<file path="config.mk">
export PLATFORM = sky130hd
export DESIGN_NAME = if_id_stage
export DESIGN_NICKNAME = d
export VERILOG_FILES = /design/src/rtl/pipeline_pkg.sv /design/src/rtl/fetch_skid_buf.sv /design/src/rtl/if_id_stage.sv
export SDC_FILE = /design/constraint.sdc
export NUM_CORES = 1
export LEC_CHECK = 0
export BUFFER_PORTS_ARGS = -buffer_cell sky130_fd_sc_hd__buf_2
export CAP_MARGIN = 20
export CORE_MARGIN = 2
export CORE_UTILIZATION = 50
export CTS_CLUSTER_DIAMETER = 120
export DETAILED_ROUTE_END_ITERATION = 10
export PLACE_DENSITY_LB_ADDON = 0.1
export SLEW_MARGIN = 20
export SYNTH_ARGS = -nofsm -noshare
export SYNTH_HDL_FRONTEND = slang
export SYNTH_HIERARCHICAL = 1
export SYNTH_SLANG_ARGS = --single-unit
</file>
<file path="constraint.sdc">
create_clock -name clk_i -period 3.81 [get_ports clk_i]
set_input_delay 0.1905 -clock clk_i [delete_from_list [all_inputs] [get_ports clk_i]]
set_output_delay 0.1905 -clock clk_i [all_outputs]
set_load 0.005 [all_outputs]
</file>
<file path="src/rtl/pipeline_pkg.sv">
// ============================================================================
// Module  : pipeline_pkg
// Brief   : Shared types and constants for the RV32 fetch / IF-ID stage.
// Revision: 1.0 - initial release
// ============================================================================
`default_nettype none

package pipeline_pkg;

  typedef enum logic [1:0] {
    IDLE = 2'd0,
    REQ  = 2'd1,
    WAIT = 2'd2,
    HOLD = 2'd3
  } fetch_state_t;

  localparam logic [31:0] NOP_INSTR = 32'h0000_0013;
  localparam logic [31:0] PC_STEP   = 32'd4;

  typedef struct packed {
    logic [31:0] pc;
    logic [31:0] instr;
    logic        valid;
  } if_id_t;

  function automatic logic [31:0] word_align(input logic [31:0] addr);
    return addr & ~32'h0000_0003;
  endfunction

endpackage

`default_nettype wire

</file>
<file path="src/rtl/fetch_skid_buf.sv">
// ============================================================================
// Module  : fetch_skid_buf
// Brief   : One-entry {pc, instr} buffer for a response arriving under stall.
// Revision: 1.0 - initial release
// ============================================================================
`default_nettype none

module fetch_skid_buf (
  input  logic        clk_i,
  input  logic        rst_i,
  input  logic        push_i,
  input  logic        pop_i,
  input  logic        clear_i,
  input  logic [31:0] pc_i,
  input  logic [31:0] instr_i,
  output logic        full_o,
  output logic [31:0] pc_o,
  output logic [31:0] instr_o
);

  logic        r_full;
  logic [31:0] r_pc;
  logic [31:0] r_instr;

  always_ff @(posedge clk_i or posedge rst_i) begin
    if (rst_i) begin
      r_full  <= 1'b0;
      r_pc    <= 32'd0;
      r_instr <= 32'd0;
    end else if (clear_i) begin
      r_full <= 1'b0;
    end else if (push_i) begin
      r_full  <= 1'b1;
      r_pc    <= pc_i;
      r_instr <= instr_i;
    end else if (pop_i) begin
      r_full <= 1'b0;
    end
  end

  assign full_o  = r_full;
  assign pc_o    = r_pc;
  assign instr_o = r_instr;

endmodule

`default_nettype wire

</file>
<file path="src/rtl/if_id_stage.sv">
// ============================================================================
// Module  : if_id_stage
// Brief   : Fetch FSM, fetch PC and IF/ID register; IF_PERF_EN adds counters.
// Revision: 1.0 - initial release
// ============================================================================
`default_nettype none

module if_id_stage #(
  parameter logic [31:0] RESET_PC  = 32'h0000_0000,
  parameter logic [31:0] NOP_INSTR = pipeline_pkg::NOP_INSTR
) (
  input  logic        clk_i,
  input  logic        rst_i,
  input  logic        start_i,
  input  logic        stall_i,
  input  logic        flush_i,
  input  logic [31:0] branch_target_i,
  output logic        imem_req_o,
  output logic [31:0] imem_addr_o,
  input  logic        imem_gnt_i,
  input  logic        imem_rvalid_i,
  input  logic [31:0] imem_rdata_i,
  output logic [31:0] pc_o,
  output logic [31:0] instr_o,
  output logic        valid_o
`ifdef IF_PERF_EN
  ,
  output logic [31:0] perf_fetch_o,
  output logic [31:0] perf_kill_o
`endif
);

  import pipeline_pkg::*;

  fetch_state_t r_state;
  logic [31:0]  r_fetch_pc;
  logic [31:0]  r_req_pc;
  logic         r_kill;
  if_id_t       r_if_id;

  logic         w_rsp_take;
  logic         w_rsp_live;
  logic         w_load_new;
  logic         w_load_skid;
  logic         w_skid_push;
  logic         w_skid_clear;
  logic         w_skid_full;
  logic [31:0]  w_skid_pc;
  logic [31:0]  w_skid_instr;

  // A response is live only if neither a pending nor a same-cycle flush kills it.
  assign w_rsp_take   = (r_state == WAIT) && imem_rvalid_i;
  assign w_rsp_live   = w_rsp_take && !r_kill && !flush_i;
  assign w_load_new   = w_rsp_live && !stall_i;
  assign w_skid_push  = w_rsp_live && stall_i;
  assign w_load_skid  = (r_state == HOLD) && !stall_i && !flush_i;
  assign w_skid_clear = (r_state == HOLD) && flush_i;

  fetch_skid_buf u_skid (
    .clk_i   (clk_i),
    .rst_i   (rst_i),
    .push_i  (w_skid_push),
    .pop_i   (w_load_skid),
    .clear_i (w_skid_clear),
    .pc_i    (r_req_pc),
    .instr_i (imem_rdata_i),
    .full_o  (w_skid_full),
    .pc_o    (w_skid_pc),
    .instr_o (w_skid_instr)
  );

  always_ff @(posedge clk_i or posedge rst_i) begin
    if (rst_i) begin
      r_state    <= IDLE;
      r_fetch_pc <= RESET_PC;
      r_req_pc   <= 32'd0;
      r_kill     <= 1'b0;
      r_if_id    <= '{pc: 32'd0, instr: NOP_INSTR, valid: 1'b0};
    end else begin
      case (r_state)
        IDLE: if (start_i) r_state <= REQ;
        REQ: begin
          if (imem_gnt_i) begin
            r_req_pc <= r_fetch_pc;
            r_state  <= WAIT;
            if (flush_i) r_kill <= 1'b1;
          end
        end
        WAIT: begin
          if (imem_rvalid_i) begin
            r_kill  <= 1'b0;
            r_state <= w_skid_push ? HOLD : REQ;
          end else if (flush_i) begin
            r_kill <= 1'b1;
          end
        end
        HOLD: if (flush_i || !stall_i) r_state <= REQ;
        default: r_state <= IDLE;
      endcase

      if (flush_i)
        r_fetch_pc <= word_align(branch_target_i);
      else if ((r_state == REQ) && imem_gnt_i)
        r_fetch_pc <= r_fetch_pc + PC_STEP;

      if (flush_i) begin
        r_if_id.instr <= NOP_INSTR;
        r_if_id.valid <= 1'b0;
      end else if (stall_i) begin
        r_if_id <= r_if_id;
      end else if (w_load_new) begin
        r_if_id <= '{pc: r_req_pc, instr: imem_rdata_i, valid: 1'b1};
      end else if (w_load_skid && w_skid_full) begin
        r_if_id <= '{pc: w_skid_pc, instr: w_skid_instr, valid: 1'b1};
      end else begin
        r_if_id.instr <= NOP_INSTR;
        r_if_id.valid <= 1'b0;
      end
    end
  end

  assign imem_req_o  = (r_state == REQ);
  assign imem_addr_o = r_fetch_pc;
  assign pc_o        = r_if_id.pc;
  assign instr_o     = r_if_id.instr;
  assign valid_o     = r_if_id.valid;

`ifdef IF_PERF_EN
  logic [31:0] r_perf_fetch;
  logic [31:0] r_perf_kill;
  logic [1:0]  w_kill_inc;

  assign w_kill_inc = {1'b0, (w_rsp_take && (r_kill || flush_i)) || w_skid_clear}
                    + {1'b0, flush_i && r_if_id.valid};

  always_ff @(posedge clk_i or posedge rst_i) begin
    if (rst_i) begin
      r_perf_fetch <= 32'd0;
      r_perf_kill  <= 32'd0;
    end else begin
      if ((w_load_new || (w_load_skid && w_skid_full)) && (r_perf_fetch != 32'hFFFF_FFFF))
        r_perf_fetch <= r_perf_fetch + 32'd1;
      if (r_perf_kill > (32'hFFFF_FFFF - {30'd0, w_kill_inc}))
        r_perf_kill <= 32'hFFFF_FFFF;
      else
        r_perf_kill <= r_perf_kill + {30'd0, w_kill_inc};
    end
  end

  assign perf_fetch_o = r_perf_fetch;
  assign perf_kill_o  = r_perf_kill;
`else
  // Counters are absent in this build.
`endif

  // Late responses after reset land in IDLE and are tolerated.
  a_rvalid_in_wait: assert property (@(posedge clk_i) disable iff (rst_i)
    imem_rvalid_i |-> ((r_state == WAIT) || (r_state == IDLE)));

endmodule

`default_nettype wire

</file>
==> results of run 1 <==
synthesized netlist by cell type, types with 2 or more instances:
master / instances
xnor2_1: 7
o31ai_1: 10
mux2_2: 28
ha_1: 5
a311o_1: 2
inv_1: 12
and2_1: 7
o311ai_0: 2
a21oi_1: 6
or3_1: 2
or4_1: 11
a31oi_1: 39
and3_1: 4
dfrtp_1: 190
nand4_1: 15
nor3_1: 3
o211ai_1: 4
and4_1: 3
nand3_1: 19
nand2_1: 139
mux2_4: 60
buf_4: 2
nor2b_1: 4
mux2i_1: 3
o22ai_1: 29
o21ai_0: 50
a22oi_1: 2
xor2_1: 2
buf_12: 7
clkbuf_1: 41
dfstp_2: 3
nand2b_1: 3
nor2_1: 49
nor4_1: 4
cell type report:
type	count	area, um2	area share, %
well taps	225	282	2.62
clock inverters	13	280	2.60
repair buffers	213	1290	12.0
clock buffers	19	443	4.12
flip-flops and latches	193	4830	44.9
inverters	13	52.6	0.488
multi-input cells	529	3580	33.3
timing repair:
item	4_1_cts	5_1_grt
hold buffers	34	0
endpoints found under the hold margin	90	0
buffers inserted	0	0
path summary, 6_finish.rpt:
| check | to | from | cells past startpoint |
|---|---|---|---|
| worst min register to register | instr_o[24]$_DFFE_PP0P_ | instr_o[24]$_DFFE_PP0P_ | 2 |
| worst max register to register | imem_addr_o[28]$_DFFE_PP0N_ | r_state[1]$_DFFE_PP0P_ | 6 |
| worst min-delay path | u_skid/instr_o[7]$_DFFE_PP0P_ | imem_rdata_i[7] | 2 |
| worst max-delay path | imem_addr_o[28]$_DFFE_PP0N_ | r_state[1]$_DFFE_PP0P_ | 6 |
| min in group asynchronous | pc_o[1]$_DFFE_PP0P_ | rst_i | 3 |
| max in group asynchronous | pc_o[9]$_DFFE_PP0P_ | rst_i | 4 |
power by group:
part	switching (mW)	total (mW)	leakage, nW	internal (mW)
Clock	0.759	2.14	0.340	1.38
Sequential	0.389	2.94	2.53	2.55
Combinational	0.543	1.25	2.20	0.706
Total	1.69	6.33	5.07	4.64
critical path, delay by kind of cell, from the launching register on:
family / cells / cell delay, ns
AND/OR/NAND/NOR: 3 / 1.40
buffers and inverters: 1 / 0.12
flip-flops: 1 / 0.41
AO/OA/AOI/OAI: 1 / 0.18
adder cells (fa/ha/maj): 1 / 0.42
per-layer routing:
layer	part of all wire [%]	GRT usage, %
met4	1.1	7.47
met5	0	0
met3	6.5	4.77
met2	47	38.3
met1	45	31.5
cells by family (layout without fill, tap and decap cells):
kind of cell,count (synthesis),in the layout
AO/OA/AOI/OAI,150,150
XOR/XNOR,9,9
adder cells (fa/ha/maj),5,5
buffers and inverters,65,258
flip-flops,193,193
multiplexers,91,91
other,1,4
AND/OR/NAND/NOR,270,270
flip-flops by register name, indices dropped and copies added, names as in the netlist:
signal	cells
instr_o	32
pc_o	32
u_skid/instr_o	32
u_skid/pc_o	32
imem_addr_o	30
r_req_pc	30
r_state	2
r_kill	1
u_skid/full_o	1
valid_o	1
metrics by stage:
step           worst slack, ns  cells  cell area [um2]  power (mW)  hold slack (ns)
2_1_floorplan            0.212    787             8780        3.68            0.285
3_3_place_gp              1.30   1138             9690        4.12            0.396
3_5_place_dp              1.24   1139             9700        4.20            0.401
4_1_cts                   1.22   1205            10800        6.39         0.000198
5_1_grt                   1.06   1205            10800        6.66          0.00502
6_report                  1.21   1205            10800        6.33           0.0154
==> run summary, run 1 <==
Status: complete, no violations
EDFF count, synth: 0
H-tree Lvls: 4
ANT cells: 0
Worst Path Arrival: 2.95 ns
Setup TNS Final: 0 ns
Post-Route WL: 21200 um
IO Count: 169
Predominant post-synthesis flop cell: dfrtp_1
Antenna-violating nets left: 0
Unrepaired setup endpoints after global routing: false
CP Max Fanout: 14
Max cap viols: 0
CP Data Required Time: 4.16 ns
Crit-path max cell delay: 0.66 ns
Synth top area share: 54.2%
Fmax: 0.384 GHz
Mapped Cells: 784
Clock tree root driver cell: clkbuf_16
Simple-Gate Fraction of Synth Area: 14.3%
Nets: 1043
Mean Syn Cell Area: 11.2 um2
Netlist cell types: 51
Worst rel slew slack: 44.5%
Routability-driven placement congestion ratio: 0.766
Crit path time final: 2.60 ns
Final setup vio count: 0
Yosys reg bits: 193
Final hold violations: 0
YS warnings: 6
Mux contribution to synthesized area: 14.2%
Seq/Total Area, Yosys: 55.1%
HPWL after detailed placement: 14100 um
Commonest cells after routing, fill and taps aside: dfrtp_1 (190), buf_2 (164), nand2_1 (139)
Largest family of logic cells by synthesized area: simple AND/OR/NAND/NOR gates
Largest net degree at the start of global routing: 69
Mapped Area: 8770 um2
Total GRT Usage: 23.4%
Cell taking the most area after synthesis: dfrtp_1
Synth top area cells: dfrtp_1 (54%), mux2_4 (10%), nand2_1 (6.0%)
Starting Density: 50.9%
Pwr dens: 588 nW/um2
First-pass GRT wire length: 33900 um
Die Wd: 136 um
CORE AREA: 17200 um2
# DRC: 0
Worst-margin pin slew: 0.832 ns
Vias/cell: 5.58
Clk slew on worst S/H paths: 0.07 ns
Final core utilization: 62.4%
CTS Buf Count: 17
Final Cycle Share: 68.3%
Initial DRC count: 394
CTS sink cnt: 193
Share of layout cells above drive strength 1: 31.6%
Static leakage power: 5.07 nW
CTS resizes: 0
Slowest library cell on the worst path: or4_4
Gr ovfl total: 0
CP Launch Type: register
CP Cell Sequence: inv_1 -> ha_1 -> nand4_4 -> or4_4 -> or4_1 -> a31oi_1
Most common cell after layout, fill and taps aside: dfrtp_1
FF-to-FF setup slack: 1.21 ns
CTS tree: done
Vias in the first global route: 6576
Area Growth Syn to Fin: 22.8%
Slew Limit Fails: 0
HP Class: input pin to register
Filler cells: 1399
Total die area: 18600 um2
WL/cell: 17.6 um
Setup CP Type: register to register
Initial antenna violation count: 0
PortBufs: 164
Xor/xnor share of the synthesized area: 0.899%
Row Count: 48
Post-synthesis adder-cell area fraction: 0.714%
DRT Pass-1 Iters: 5
Clock buffer depth: 2
Vias post-DR: 6728
Die Ht: 136 um
Clk Latency, worst-skew pair: 0.42 ns
Async set or reset register ratio after synthesis: 100%
Crit path capture type: register
Max VDD drop: 0.335 mV
Compound-gate portion of the synthesized area: 10.4%
Max Clock Skew: 0.00681 ns
(Power assumes the default switching activity.)
==> run 2, diff against run 1 <==
- ABC_AREA: unset -> 1
- clock period: 3.81 -> 2.7 ns (I/O delays scaled with it)
==> run 2 against run 1 <==
Effect of this change:
- synthesized cell count rose by 42%
- highest routed layer unchanged
- largest power group unchanged
- flip-flop and latch count is the same
- sequential share of layout area shrank 1.8 points
- critical endpoint is now instr_o[19]$_DFFE_PP0P_
- final cell count is 29% higher
==> run summary, run 2 <==
GR Util met3: 5.35%
Most used cell along the critical path: nand3_1
Mapped Cells: 1116
Yosys reg bits: 193
CP Data Required Time: 3.00 ns
Final instance area: 11200 um2
Crit path capture type: register
Initial DRC count: 449
Clk Latency, worst-skew pair: 0.43 ns
Vias in the first global route: 7678
Clock tree root driver cell: clkbuf_16
Gr ovfl total: 0
IO Count: 169
Total GRT Usage: 25.1%
HPWL after detailed placement: 15100 um
Slowest library cell on the worst path: clkinv_1
Setup CP Type: register to register
Mean Syn Cell Area: 8.18 um2
Synth top area share: 52.1%
Die Ht: 139 um
Unrepaired setup endpoints after global routing: false
Worst Path Arrival: 2.46 ns
First-pass GRT wire length: 39200 um
PortBufs: 164
Final setup vio count: 0
Clock buffer depth: 2
Max cap viols: 0
Dpl cell area: 10100 um2
H-tree Lvls: 4
EDFF count, synth: 0
Slew Limit Fails: 0
Post-synth top cells: nand2_1 (361), dfrtp_1 (190), nand3_1 (172)
Mapped Area: 9130 um2
DRT Pass-1 Iters: 4
CTS Buf Count: 17
Initial antenna violation count: 0
Routability-driven placement congestion ratio: 0.881
YS warnings: 6
Crit path time final: 2.16 ns
GR Layer Usage met2: 40.2%
Worst-margin pin slew: 0.951 ns
Cell taking the most area after synthesis: dfrtp_1
Share of layout cells above drive strength 1: 19.8%
ANT cells: 0
HP Class: input pin to register
CP Cell Sequence: ha_1 -> inv_1 -> nor3_4 -> nand2_2 -> clkinv_1 -> nand3_1 -> nand3_1
Worst rel slew slack: 36.2%
Max VDD drop: 0.498 mV
Antenna-violating nets left: 0
Status: complete, no violations
Largest net degree at the start of global routing: 129
Post-Route WL: 23600 um
Die Wd: 139 um
Seq/Total Area, Yosys: 53.0%
Max Clock Skew: 0.0113 ns
CTS sink cnt: 193
Final hold violations: 0
Row Count: 49
Vias/cell: 5.15
Gr busiest metal: met2
Pwr dens: 808 nW/um2
# DRC: 0
Total die area: 19400 um2
Synth top area cells: dfrtp_1 (52%), nand2_1 (15%), nand3_1 (9.4%)
WL/cell: 15.2 um
Most common cell after layout, fill and taps aside: nand2_1
Final Cycle Share: 79.9%
Clk slew on worst S/H paths: 0.07 ns
Starting Density: 50.8%
Predominant post-synthesis flop cell: dfrtp_1
Count leader, synth: nand2_1
Async set or reset register ratio after synthesis: 100%
WP buf/inv: 2
Static leakage power: 5.84 nW
Crit-path max cell delay: 0.73 ns
Area Growth Syn to Fin: 22.7%
CORE AREA: 18000 um2
Setup TNS Final: 0 ns
Vias post-DR: 8012
CTS tree: done
CP Max Fanout: 31
Nets: 1389
Commonest cells after routing, fill and taps aside: nand2_1 (361), dfrtp_1 (190), nand3_1 (172)
Fmax: 0.463 GHz
Netlist cell types: 32
Global Route met1 Usage: 34.3%
CP Launch Type: register
CP top delay family: buffers and inverters
CTS resizes: 0
## run 2: cell types whose count changed in the layout (fill, tap and decap cells not counted), sizes merged, moves of 44 or more
cell | before | now
mux2 | 88 | 0
nor3 | 3 | 47
nand3 | 19 | 172
inv | 12 | 71
nand2 | 139 | 372
nor2 | 49 | 97
## run 2: worst paths after layout
path	start	endpoint	slack, ns	depth (start not counted)
min	branch_target_i[2]	imem_addr_o[2]$_DFFE_PP0N_	0.03	5
min reg2reg	u_skid/instr_o[1]$_DFFE_PP0P_	u_skid/instr_o[1]$_DFFE_PP0P_	0.47	2
max	r_state[0]$_DFFE_PP0P_	instr_o[19]$_DFFE_PP0P_	0.54	7
max reg2reg	r_state[0]$_DFFE_PP0P_	instr_o[19]$_DFFE_PP0P_	0.54	7
min in group asynchronous	rst_i	u_skid/instr_o[27]$_DFFE_PP0P_	0.38	3
max in group asynchronous	rst_i	instr_o[19]$_DFFE_PP0P_	1.66	4
## run 2: what timing repair did
item                       in CTS  in global routing
hold endpoints to repair      239                  0
hold buffers                   57                  0
buffers inserted                0                  0
setup endpoints to repair       0                  0
## run 2: layout make-up
cell class	instances	area [um2]
tap	229	287
fill	1634	6760
multi-input combinational	797	3690
sequential	193	4830
timing repair buffer	236	1550
clock inverter	15	151
inverter	68	259
clock buffer	17	425
## run 2: cell families after synthesis
kind of cell    count (synthesis)  synth area share (%)
compound gates                 90                  5.25
simple gates                  694                  33.8
other cells                     1                0.0411
fa+ha+maj                       5                 0.685
buf+inv                       129                  6.92
flops                         193                  53.0
xor+xnor                        4                 0.384
## run 2: worst reg2reg max path: stages (launching register included)
cell      delay, ns
dfrtp_1        0.40
ha_1           0.23
inv_1          0.11
nor3_4         0.05
nand2_2        0.08
clkinv_1       0.73
nand3_1        0.32
nand3_1        0.11
## run 2: layer usage
layer,share of wire [%],vias up
met5,0,-
met4,1.9,0
met3,5.5,25
met2,47,238
met1,45,3751
li1,-,3998
## run 2: metrics by stage
| stage | instances | hold slack (ns) | worst slack [ns] | util [%] | total power [mW] |
|---|---|---|---|---|---|
| CTS | 1555 | 0.00319 | 0.511 | 62.3 | 9.12 |
| finish | 1555 | 0.0268 | 0.541 | 62.3 | 9.05 |
| global route | 1555 | 0.0215 | 0.281 | 62.3 | 9.67 |
| floorplan | 1119 | 0.242 | 0.939 | - | 5.71 |
| global placement | 1466 | 0.297 | 0.580 | 56.0 | 6.48 |
| detailed placement | 1466 | 0.298 | 0.543 | 56.0 | 6.55 |
## run 2: power by group
| group | switching, mW | total, mW | internal (mW) |
|---|---|---|---|
| Clock | 1.18 | 2.48 | 1.30 |
| Combinational | 1.20 | 2.07 | 0.872 |
| Sequential | 0.684 | 4.50 | 3.81 |
==> run 3, diff against run 2 <==
- clock period: 2.7 -> 2.2 ns (I/O delays scaled with it)
==> run 3 against run 2 <==
Effect of this change:
- clock-buffer cell count is 1 higher
- global-route usage is 0.19 points higher
- hold slack better by 0.026 ns
- via count is 0.49% higher
- combinational power is 25% higher
- clock skew is 0.00074 ns lower
- register-to-register slack worse by 0.18 ns
- core utilization is 1.1 points higher
- largest cell class unchanged
- critical path depth is 1 higher
- final area is 1.8% higher
- critical endpoint is now instr_o[15]$_DFFE_PP0P_
- sequential share of layout area is 0.74 points lower
- highest routed layer unchanged
==> run summary, run 3 (same netlist as run 2, synthesis figures left out) <==
Worst rel slew slack: 55.2%
Crit path capture type: register
Final setup vio count: 0
Static leakage power: 5.93 nW
Unrepaired setup endpoints after global routing: false
Commonest cells after routing, fill and taps aside: nand2_1 (361), dfrtp_1 (190), nand3_1 (172)
Vias in the first global route: 7800
HPWL after detailed placement: 15300 um
Die Ht: 139 um
Share of layout cells above drive strength 1: 20.1%
CTS Buf Count: 17
Setup TNS Final: 0 ns
Most common cell after layout, fill and taps aside: nand2_1
Row Count: 49
Initial DRC count: 578
Setup bufs post-CTS: 0
HP Class: input pin to register
First-pass GRT wire length: 39300 um
WP buf/inv: 3
Antenna-violating nets left: 0
Total die area: 19400 um2
Routability-driven placement congestion ratio: 0.891
# DRC: 0
Pwr dens: 985 nW/um2
Area Growth Syn to Fin: 24.9%
Slew Limit Fails: 0
Max Clock Skew: 0.0106 ns
Most used cell along the critical path: nand3_1
Setup CP Type: register to register
CP Data Required Time: 2.51 ns
Clock tree root driver cell: clkbuf_16
Clk slew on worst S/H paths: 0.07 ns
Largest net degree at the start of global routing: 66
Worst-margin pin slew: 0.671 ns
Slowest library cell on the worst path: dfrtp_1
Clock buffer depth: 2
Max VDD drop: 0.558 mV
IO Count: 169
Die Wd: 139 um
Clk Latency, worst-skew pair: 0.43 ns
Final hold violations: 0
Crit-path max cell delay: 0.40 ns
CP Max Fanout: 19
WL/cell: 15.1 um
Post-Place Setup Slack: 0.355 ns
CP Cell Sequence: ha_1 -> inv_1 -> nor3_4 -> nand2_2 -> clkinv_1 -> buf_12 -> nand3_1 -> nand3_1
Max cap viols: 0
CP top delay family: buffers and inverters
CTS resizes: 0
CORE AREA: 18000 um2
Final Cycle Share: 83.5%
Nets: 1403
Gr ovfl total: 0
Total GRT Usage: 25.3%
Vias/cell: 5.13
Post-Route WL: 23700 um
Crit path time final: 1.84 ns
Status: complete, no violations
Vias post-DR: 8051
Initial antenna violation count: 0
PortBufs: 164
CTS sink cnt: 193
DRT Pass-1 Iters: 5
Worst Path Arrival: 2.15 ns
CP Launch Type: register
Setup WS post-layout: 0.364 ns
Starting Density: 50.8%
H-tree Lvls: 4
CTS tree: done
Fmax: 0.545 GHz
-- run 3: timing repair --
| action | CTS | global route |
|---|---|---|
| setup endpoints to repair | 0 | 0 |
| hold buffers | 62 | 0 |
| hold endpoints to repair | 180 | 0 |
-- run 3: power by group --
group / total (mW) / switching, mW / internal (mW)
clock: 3.14 / 1.35 / 1.79
sequential: 5.50 / 0.821 / 4.68
combinational: 2.58 / 1.48 / 1.10
-- run 3: routing by layer --
| layer | global-route usage [%] | up-vias | wire length, um |
|---|---|---|---|
| met1 | 34.2 | 3745 | 10600 |
| met5 | 0 | - | 0 |
| met4 | 10.1 | 0 | 629 |
| li1 | - | 4023 | - |
| met3 | 5.21 | 36 | 1340 |
| met2 | 40.2 | 247 | 11100 |
-- run 3: path summary, 6_finish.rpt --
path,startpoint,end,slack (ns),cells after the start
worst max-delay path,r_state[0]$_DFFE_PP0P_,instr_o[15]$_DFFE_PP0P_,0.36,8
worst min-delay path,branch_target_i[29],imem_addr_o[29]$_DFFE_PP0N_,0.05,5
worst max register to register,r_state[0]$_DFFE_PP0P_,instr_o[15]$_DFFE_PP0P_,0.36,8
worst min register to register,u_skid/instr_o[4]$_DFFE_PP0P_,u_skid/instr_o[4]$_DFFE_PP0P_,0.47,2
max in group asynchronous,rst_i,instr_o[1]$_DFFE_PP1P_,1.20,4
min in group asynchronous,rst_i,u_skid/instr_o[21]$_DFFE_PP0P_,0.33,4
-- run 3: layout make-up --
| type | instances | area (um2) |
|---|---|---|
| Clock buffer | 18 | 429 |
| Timing Repair Buffer | 250 | 1730 |
| Antenna cell | 1 | 2.50 |
| Inverter | 68 | 259 |
| Fill cell | 1533 | 6570 |
| Multi-Input combinational cell | 797 | 3690 |
| Tap cell | 229 | 287 |
| Clock inverter | 13 | 161 |
| Sequential cell | 193 | 4830 |
-- run 3: through the flow --
step | hold WS, ns | cells | instance area, um2 | util (%) | power [mW]
4_1_cts | 0.0207 | 1568 | 11400 | 63.4 | 11.3
2_1_floorplan | 0.217 | 1119 | 9140 | - | 7.01
6_report | 0.0527 | 1569 | 11400 | 63.4 | 11.2
5_1_grt | 0.0777 | 1568 | 11400 | 63.4 | 12.0
3_5_place_dp | 0.245 | 1475 | 10200 | 56.7 | 8.07
3_3_place_gp | 0.243 | 1475 | 10200 | 56.7 | 7.98
-- run 3: tightest hold or removal path: cells and delay by family --
| family | cells | cell delay [ns] |
|---|---|---|
| and+or+nand+nor | 2 | 0.11 |
| AOI/OAI and AO/OA | 1 | 0.10 |
| buffers and inverters | 2 | 0.13 |
